--- config.mk ---
export PLATFORM = sky130hd
export DESIGN_NAME = fxp_div
export DESIGN_NICKNAME = d
export VERILOG_FILES = /design/src/rtl/fxp_pkg.sv /design/src/rtl/fxp_udiv_core.sv /design/src/rtl/fxp_div.sv
export SDC_FILE = /design/constraint.sdc
export NUM_CORES = 1
export LEC_CHECK = 0
export BUFFER_PORTS_ARGS = -buffer_cell sky130_fd_sc_hd__clkbuf_2
export CAP_MARGIN = 40
export CORE_ASPECT_RATIO = 1.75
export CORE_MARGIN = 10
export CORE_UTILIZATION = 30
export CTS_CLUSTER_SIZE = 25
export DETAILED_ROUTE_END_ITERATION = 6
export PLACE_DENSITY = 0.48
export SLEW_MARGIN = 10
export SYNTH_ARGS = -nofsm -noshare
export SYNTH_HDL_FRONTEND = slang
export SYNTH_SLANG_ARGS = --single-unit
--- constraint.sdc ---
create_clock -name clk -period 5.2 [get_ports clk]
set_input_delay 1.04 -clock clk [delete_from_list [all_inputs] [get_ports clk]]
set_output_delay 1.04 -clock clk [all_outputs]
set_load 0.02 [all_outputs]
--- src/rtl/fxp_pkg.sv ---
// Shared fixed-point definitions: FSM state encoding, range limits for an
// N-bit two's complement word, and sign/magnitude helpers.
package fxp_pkg;

  typedef enum logic [1:0] {
    ST_IDLE,
    ST_CALC,
    ST_FIN,
    ST_DONE
  } fxp_state_e;

  // Largest positive value of an n-bit signed word.
  function automatic longint fxp_max_pos(input int n);
    return (longint'(1) <<< (n - 1)) - 1;
  endfunction

  // Most negative value of an n-bit signed word.
  function automatic longint fxp_min_neg(input int n);
    return -(longint'(1) <<< (n - 1));
  endfunction

  function automatic longint fxp_abs(input longint v);
    return (v < 0) ? -v : v;
  endfunction

  function automatic longint fxp_neg(input longint v);
    return -v;
  endfunction

endpackage

--- src/rtl/fxp_udiv_core.sv ---
// Unsigned iterative restoring divider: one quotient bit per cycle, MSB first.
// 'done' is high in the cycle the final quotient bit is being produced.
module fxp_udiv_core #(
  parameter int DW = 16,
  parameter int VW = 8
) (
  input  logic          clk,
  input  logic          rst,
  input  logic          start,
  input  logic [DW-1:0] dividend,
  input  logic [VW-1:0] divisor,
  output logic          done,
  output logic [DW-1:0] quotient
);
  import fxp_pkg::*;

  localparam int CW = $clog2(DW + 1);

  logic          busy_q, busy_d;
  logic [CW-1:0] cnt_q, cnt_d;
  logic [VW:0]   rem_q, rem_d;
  logic [DW-1:0] quo_q, quo_d;
  logic [VW-1:0] dvs_q, dvs_d;
  logic [VW+1:0] shifted;
  logic [VW+1:0] trial;

  // NOTE: every signal written here gets a default first so no latch is inferred.
  always_comb begin
    busy_d  = busy_q;
    cnt_d   = cnt_q;
    rem_d   = rem_q;
    quo_d   = quo_q;
    dvs_d   = dvs_q;
    shifted = {rem_q, quo_q[DW-1]};
    trial   = shifted - (VW+2)'(dvs_q);
    done    = busy_q && (cnt_q == CW'(DW - 1));

    if (start) begin
      busy_d = 1'b1;
      cnt_d  = '0;
      rem_d  = '0;
      quo_d  = dividend;
      dvs_d  = divisor;
    end else if (busy_q) begin
      // Dividend bits shift out of the top while quotient bits fill the bottom.
      if (shifted >= (VW+2)'(dvs_q)) begin
        rem_d = (VW+1)'(trial);
        quo_d = {quo_q[DW-2:0], 1'b1};
      end else begin
        rem_d = (VW+1)'(shifted);
        quo_d = {quo_q[DW-2:0], 1'b0};
      end
      cnt_d = cnt_q + CW'(1);
      if (done) busy_d = 1'b0;
    end
  end

  // NOTE: sequential state uses non-blocking assignments only.
  always_ff @(posedge clk) begin
    if (rst) begin
      busy_q <= 1'b0;
      cnt_q  <= '0;
      rem_q  <= '0;
      quo_q  <= '0;
      dvs_q  <= '0;
    end else begin
      busy_q <= busy_d;
      cnt_q  <= cnt_d;
      rem_q  <= rem_d;
      quo_q  <= quo_d;
      dvs_q  <= dvs_d;
    end
  end

  assign quotient = quo_q;

endmodule

--- src/rtl/fxp_div.sv ---
// Signed Q(N-F).F divider with valid/ready handshake: sign-magnitude split,
// unsigned restoring core, then half-away-from-zero rounding and saturation.
module fxp_div #(
  parameter int N = 8,
  parameter int F = 7
) (
  input  logic         clk,
  input  logic         rst,
  input  logic         in_valid,
  output logic         in_ready,
  input  logic [N-1:0] a,
  input  logic [N-1:0] b,
  output logic         out_valid,
  input  logic         out_ready,
  output logic [N-1:0] y,
  output logic         sat,
  output logic         div_by_zero
);
  import fxp_pkg::*;

  localparam int DW = N + F + 1;
  localparam logic [N-1:0]  Y_MAX   = N'(fxp_max_pos(N));
  localparam logic [N-1:0]  Y_MIN   = N'(fxp_min_neg(N));
  localparam logic [DW-1:0] LIM_POS = DW'(fxp_max_pos(N));
  localparam logic [DW-1:0] LIM_NEG = DW'(fxp_abs(fxp_min_neg(N)));

  fxp_state_e    state_q, state_d;
  logic          in_ready_q, in_ready_d;
  logic          out_valid_q, out_valid_d;
  logic [N-1:0]  y_q, y_d;
  logic          sat_q, sat_d;
  logic          dz_q, dz_d;
  logic          neg_q, neg_d;
  logic          a_neg_q, a_neg_d;
  logic          b_zero_q, b_zero_d;

  logic          core_start;
  logic          core_done;
  logic [N-1:0]  a_mag;
  logic [N-1:0]  b_mag;
  logic [DW-1:0] dividend;
  logic [DW-1:0] quotient;
  logic [DW:0]   q_inc;
  logic [DW-1:0] mag;

  // N bits suffice for the magnitude: |-2^(N-1)| is exact as an unsigned value.
  assign a_mag    = N'(fxp_abs(longint'($signed(a))));
  assign b_mag    = N'(fxp_abs(longint'($signed(b))));
  assign dividend = DW'(a_mag) << (F + 1);

  // The core's extra LSB is the half bit, so (Q + 1) >> 1 rounds half away.
  assign q_inc = {1'b0, quotient} + (DW+1)'(1);
  assign mag   = DW'(q_inc >> 1);

  fxp_udiv_core #(
    .DW(DW),
    .VW(N)
  ) u_core (
    .clk     (clk),
    .rst     (rst),
    .start   (core_start),
    .dividend(dividend),
    .divisor (b_mag),
    .done    (core_done),
    .quotient(quotient)
  );

  always_comb begin
    state_d     = state_q;
    out_valid_d = out_valid_q;
    y_d         = y_q;
    sat_d       = sat_q;
    dz_d        = dz_q;
    neg_d       = neg_q;
    a_neg_d     = a_neg_q;
    b_zero_d    = b_zero_q;
    core_start  = 1'b0;

    case (state_q)
      ST_IDLE: begin
        if (in_valid) begin
          core_start = 1'b1;
          neg_d      = a[N-1] ^ b[N-1];
          a_neg_d    = a[N-1];
          b_zero_d   = (b == '0);
          state_d    = ST_CALC;
        end
      end
      ST_CALC: begin
        if (core_done) state_d = ST_FIN;
      end
      ST_FIN: begin
        if (b_zero_q) begin
          dz_d  = 1'b1;
          sat_d = 1'b1;
          y_d   = a_neg_q ? Y_MIN : Y_MAX;
        end else if (!neg_q) begin
          dz_d  = 1'b0;
          sat_d = (mag > LIM_POS);
          y_d   = (mag > LIM_POS) ? Y_MAX : N'(mag);
        end else begin
          // A zero magnitude negates to zero, so no negative zero can appear.
          dz_d  = 1'b0;
          sat_d = (mag > LIM_NEG);
          y_d   = (mag > LIM_NEG) ? Y_MIN : N'(fxp_neg(longint'(mag)));
        end
        out_valid_d = 1'b1;
        state_d     = ST_DONE;
      end
      ST_DONE: begin
        if (out_ready) begin
          out_valid_d = 1'b0;
          state_d     = ST_IDLE;
        end
      end
      default: state_d = ST_IDLE;
    endcase

    in_ready_d = (state_d == ST_IDLE);
  end

  always_ff @(posedge clk) begin
    if (rst) begin
      state_q     <= ST_IDLE;
      in_ready_q  <= 1'b1;
      out_valid_q <= 1'b0;
      y_q         <= '0;
      sat_q       <= 1'b0;
      dz_q        <= 1'b0;
      neg_q       <= 1'b0;
      a_neg_q     <= 1'b0;
      b_zero_q    <= 1'b0;
    end else begin
      state_q     <= state_d;
      in_ready_q  <= in_ready_d;
      out_valid_q <= out_valid_d;
      y_q         <= y_d;
      sat_q       <= sat_d;
      dz_q        <= dz_d;
      neg_q       <= neg_d;
      a_neg_q     <= a_neg_d;
      b_zero_q    <= b_zero_d;
    end
  end

  assign in_ready    = in_ready_q;
  assign out_valid   = out_valid_q;
  assign y           = y_q;
  assign sat         = sat_q;
  assign div_by_zero = dz_q;

endmodule
==> impl_metrics.toml, run 1 <==
[synth]
yosys.area.top_type = "dfxtp_1"
ys_seq_elements = 56
synth.top_cells.by_count = "56 x dfxtp_1, 51 x nor2_1, 29 x nand2_1"
seq_area_frac_synth = 0.323
synth.area.top_cells = "dfxtp_1 32%, mux2i_1 6.6%, nor2_1 5.5%"
yosys_warnings = 0
synth_nets = 464
ys.flop_type = "dfxtp_1"
synthCells = 428
synth-edff-count = 0
async_flop_share = 0
synth.avg_cell_area_um2 = 8.11
synth_cell_types = 56
syn_area_um2 = 3470
synth.most_common_cell = "dfxtp_1"
synth_top_area_share = 0.323

[timing]
rsz0062_at_grt = "false"
report.final.slew_viol_count = 0
setup_viol = 0
max_freq_mhz = 337
tns_ns = 0
tightest_slew_ns = 0.815
hold_viol = 0
min_period_ns = 2.97
relSlewSlack = 0.455
finClkSkew_ns = 0.00290
finalCritPeriodShare = 0.570
fin_ws_ns = 2.23

[floorplanning]
rows = 51
initial_core_util = 0.309
fp.dieW_um = 101
num_io_pins = 32
die_h_um = 162
design.die.area_um2 = 16400
core_um2 = 11200

[place]
dp_hpwl_mm = 6.73
io_buffers = 31
pre_cts_ws_ns = 2.22
gp_congestion = 0.857

[pwr]
vdd_drop_max_v = 0.000131
p_leak_uw = 0.00150
pwr_density_cell_nw_per_um2 = 288

[drt]
num_vias = 2997
drt-initial-drc-count = 96
ant_nets = 0
firstDrtPassIters = 4
post_drt_wl_per_cell_um = 15.2
wl_mm = 8.72
avgViaCountPerCell = 5.22
drc = 0

[global_routing]
grt-busiest-layer = "met2"
grt_overflow = 0
use_met3 = 0.0140
grt_pass1_wl_mm = 14.2
grt_pass1_vias = 2996
grt_use_met1 = 0.103
antenna_found_initial = 0
met2_usage = 0.210
gr-usage-all-layers = 0.107
grt_max_degree = 45

[critical_path]
worst_ep_arrival_time_ns = 3.17
crit_path_end_kind = "register"
crit_type = "register to register"
start_kind = "register"
cp.required_ns = 5.40
critPathMaxFanout = 7

[clock_tree]
cts-hold-fix-buffers = 0
clkSinkCount = 56
htreeDepth = 2
clk_pin_slew_ns = 0.07
cts_setup_buffers = 0
cts_root_buffer = "clkbuf_16"
numCtsBuffers = 5
cts_tree = "yes"
post_cts_resized = 0
clock_latency_ns = 0.30
clock_tree.buffer_depth = 2

[final_layout]
nNetsFinal = 477
final_core_util = 0.343
area.growth.synth_to_final_pct = 11.0
drive_gt1_frac = 0.109
fillers = 1209
antenna_cells = 0

[outcome]
status = "complete, no violations"

[hold_path]
hp-class = "register to register"

[run]
maxCapViolations = 0
[stage by stage]
stage	area, um^2	total power [uW]	hold WS [ns]	cells
CTS	3850	1130	0.455	574
floorplan	3470	675	0.431	428
global route	3850	1170	0.488	574
finish	3850	1110	0.456	574
global placement	3690	738	0.444	566
detailed placement	3690	739	0.447	566
[where the power goes]
group	leakage [uW]	internal (uW)	switching, uW
clock network	0.0000808	227	155
logic	0.000960	112	147
registers	0.000457	449	21.1
total	0.00150	787	323
[worst paths after layout]
check | startpoint | end | slack, ns | depth (start not counted)
worst max-delay path | u_core.quotient[1] | y[2] | 2.23 | 10
worst min-delay path | u_core.dvs_q[7] | u_core.dvs_q[7] | 0.46 | 2
worst min register to register | u_core.dvs_q[7] | u_core.dvs_q[7] | 0.46 | 2
worst max register to register | u_core.quotient[1] | y[2] | 2.23 | 10
[registers in the layout, summed over array words and instances (netlist names), 2 cells and up]
| register | flops |
|---|---|
| y | 8 |
| u_core.quotient | 16 |
| u_core.cnt_q | 5 |
| state_q | 2 |
| u_core.rem_q | 9 |
| u_core.dvs_q | 8 |
[worst max-delay path: stages, from the launching register on]
cell	delay, ns
dfxtp_1	0.39
ha_1	0.31
xor2_1	0.18
inv_1	0.09
ha_1	0.22
inv_1	0.10
o32ai_4	0.31
a21boi_1	0.11
a2111o_1	0.42
or4b_1	0.48
a311oi_1	0.26
[layout make-up]
cell class,instances,area [um^2],area share
multi-input combinational,322,2150,0.557
sequential,56,1120,0.291
timing repair buffer,33,170,0.0442
tap,132,165,0.0429
clock buffer,6,129,0.0334
inverter,23,86.3,0.0224
clock inverter,2,35.0,0.00909
[cell families after synthesis]
logic type / after synthesis / synth area share
xor gates and xnor gates: 29 / 0.0732
and+or+nand+nor: 147 / 0.208
buffers and inverters: 50 / 0.0587
AOI/OAI and AO/OA: 107 / 0.211
adders and majority gates: 16 / 0.0598
DFF: 56 / 0.323
muxes: 23 / 0.0663
[layer usage]
metal  vias to the layer above  wire, um  share of wire
li1                       1541         -              -
met1                      1396      3330           0.38
met2                        48      4940           0.57
met3                        12       234          0.027
met4                         0       209          0.024
met5                         -         0              0
[placed cells by master (no fill, tap or decap), types with 5 or more instances in the layout]
cell type | Yosys | routed
nand4_1 | 7 | 7
mux2i_1 | 23 | 23
ha_1 | 15 | 15
nor3_1 | 10 | 10
clkbuf_2 | 0 | 31
nand2_1 | 29 | 29
o21ai_0 | 16 | 16
inv_1 | 23 | 23
nor2b_1 | 8 | 8
a211oi_1 | 20 | 20
a211o_1 | 5 | 5
clkbuf_16 | 0 | 5
dfxtp_1 | 56 | 56
xnor2_1 | 20 | 20
nor2_1 | 51 | 51
nand2b_1 | 10 | 10
a21oi_1 | 26 | 26
xor2_1 | 9 | 9
a31oi_1 | 6 | 6
nand3_1 | 9 | 9
No activity file was read; power rests on OpenSTA's default activity.
==> run 2, diff against run 1 <==
- clock period: 5.2 -> 2.9 ns (I/O delays scaled with it)
==> impl_metrics.toml, run 2 (same netlist as run 1, synthesis figures left out) <==
[outcome]
status = "complete, no violations"

[drt]
drc = 0
avgViaCountPerCell = 5.11
firstDrtPassIters = 4
drt-initial-drc-count = 81
wl_mm = 8.76
post_drt_wl_per_cell_um = 15.0
ant_nets = 0
num_vias = 2987

[timing]
finClkSkew_ns = 0.00653
max_freq_mhz = 368
relSlewSlack = 0.534
report.final.slew_viol_count = 0
setup_viol = 0
hold_viol = 0
min_period_ns = 2.72
rsz0062_at_grt = "false"
tightest_slew_ns = 0.699
tns_ns = 0
finalCritPeriodShare = 0.937

[clock_tree]
clock_latency_ns = 0.30
numCtsBuffers = 5
cts_setup_buffers = 0
cts-hold-fix-buffers = 0
clock_tree.buffer_depth = 2
clkSinkCount = 56
cts_tree = "yes"
cts_root_buffer = "clkbuf_16"
htreeDepth = 2
post_cts_resized = 0
clk_pin_slew_ns = 0.07

[final_layout]
antenna_cells = 0
layout_common_cells = "54 x dfxtp_1, 51 x nor2_1, 31 x clkbuf_2, 29 x nand2_1, 26 x a21oi_1"
drive_gt1_frac = 0.141
nNetsFinal = 488
fillers = 1222
finalNonFillerCells = 585
final_core_util = 0.350
area.growth.synth_to_final_pct = 13.4
final_common_cell = "dfxtp_1"
largest_reg_flops = 16

[hold_path]
hold_path_depth = 2
hp-class = "register to register"

[floorplanning]
initial_core_util = 0.309
core_um2 = 11200
die_h_um = 162
fp.dieW_um = 101
num_io_pins = 32
design.die.area_um2 = 16400
rows = 51

[pwr]
p_leak_uw = 0.00155
finalPower_uw = 1930
p_sw_frac = 0.310
clkPwrFrac = 0.319
intPower_uw = 1330
pwr-share-comb = 0.245
p_sw_uw = 600
pwr_density_cell_nw_per_um2 = 491
power_frac_seq = 0.436
vdd_drop_max_v = 0.000237

[critical_path]
worst_ep_arrival_time_ns = 2.94
start_kind = "register"
crit_path_end_kind = "register"
cp.depth = 7
critPathMaxFanout = 6
cp.required_ns = 3.12
path_cells = "and3_1 > or4_4 > o32ai_4 > a21boi_1 > a2111o_1 > or4b_1 > a311oi_1"
rrSetupSlack_ns = 0.18
critPathSlowestCell = "or4_4"
crit_family = "simple AND/OR/NAND/NOR gates"
max_stage_delay_ns = 0.48
crit_type = "register to register"
path_buf_inv = 0
reg2regPathDepth = 7

[global_routing]
grt_max_degree = 43
grt_pass1_vias = 3015
gr-usage-all-layers = 0.108
antenna_found_initial = 0
grt_overflow = 0
grt_pass1_wl_mm = 14.5

[place]
io_buffers = 31
place_inst = 577
dp_hpwl_mm = 6.79
gp_congestion = 0.811

[run]
maxCapViolations = 0
## run 2: layout make-up
| cell class | count | area [um^2] | area share |
|---|---|---|---|
| clock buffers | 5 | 125 | 0.0318 |
| clock inverters | 3 | 18.8 | 0.00477 |
| inverters | 23 | 86.3 | 0.0219 |
| multi-input cells | 322 | 2160 | 0.550 |
| flip-flops and latches | 56 | 1120 | 0.285 |
| well taps | 132 | 165 | 0.0420 |
| repair buffers | 44 | 253 | 0.0642 |
## run 2: power by group through the flow
stage	clock [uW]	combinational, uW	sequential, uW
after floorplan	0	364	847
after global placement	0	470	860
after detailed placement	0	473	860
after CTS	643	474	842
after global routing	671	534	849
final	617	473	842
## run 2: worst paths after layout
kind	startpoint	to
worst max register to register	u_core.quotient[2]	y[2]
worst min register to register	u_core.dvs_q[7]	u_core.dvs_q[7]
worst min-delay path	u_core.dvs_q[7]	u_core.dvs_q[7]
worst max-delay path	u_core.quotient[2]	y[2]
## run 2: metrics by stage
| step | hold slack [ns] | worst slack (ns) | area [um^2] |
|---|---|---|---|
| floorplan | 0.431 | 0.128 | 3470 |
| global placement | 0.447 | 0.149 | 3770 |
| detailed placement | 0.446 | 0.0569 | 3770 |
| CTS | 0.457 | 0.0432 | 3920 |
| global route | 0.485 | 0.0154 | 3940 |
| finish | 0.454 | 0.182 | 3940 |
## run 2: per-layer routing
| layer | up-vias | part of all wire | global-route usage | routed length (um) |
|---|---|---|---|---|
| li1 | 1558 | - | - | - |
| met1 | 1387 | 0.41 | 0.116 | 3560 |
| met2 | 30 | 0.55 | 0.199 | 4810 |
| met3 | 12 | 0.016 | 0.0140 | 142 |
| met4 | 0 | 0.028 | 0.0547 | 248 |
| met5 | - | 0 | 0 | 0 |
## run 2: worst register-to-register path, cell delays in order (launching register included)
cell and delay [ns]:
dfxtp_1 0.36, and3_1 0.28, or4_4 0.48, o32ai_4 0.26, a21boi_1 0.10, a2111o_1 0.43
or4b_1 0.48, a311oi_1 0.25
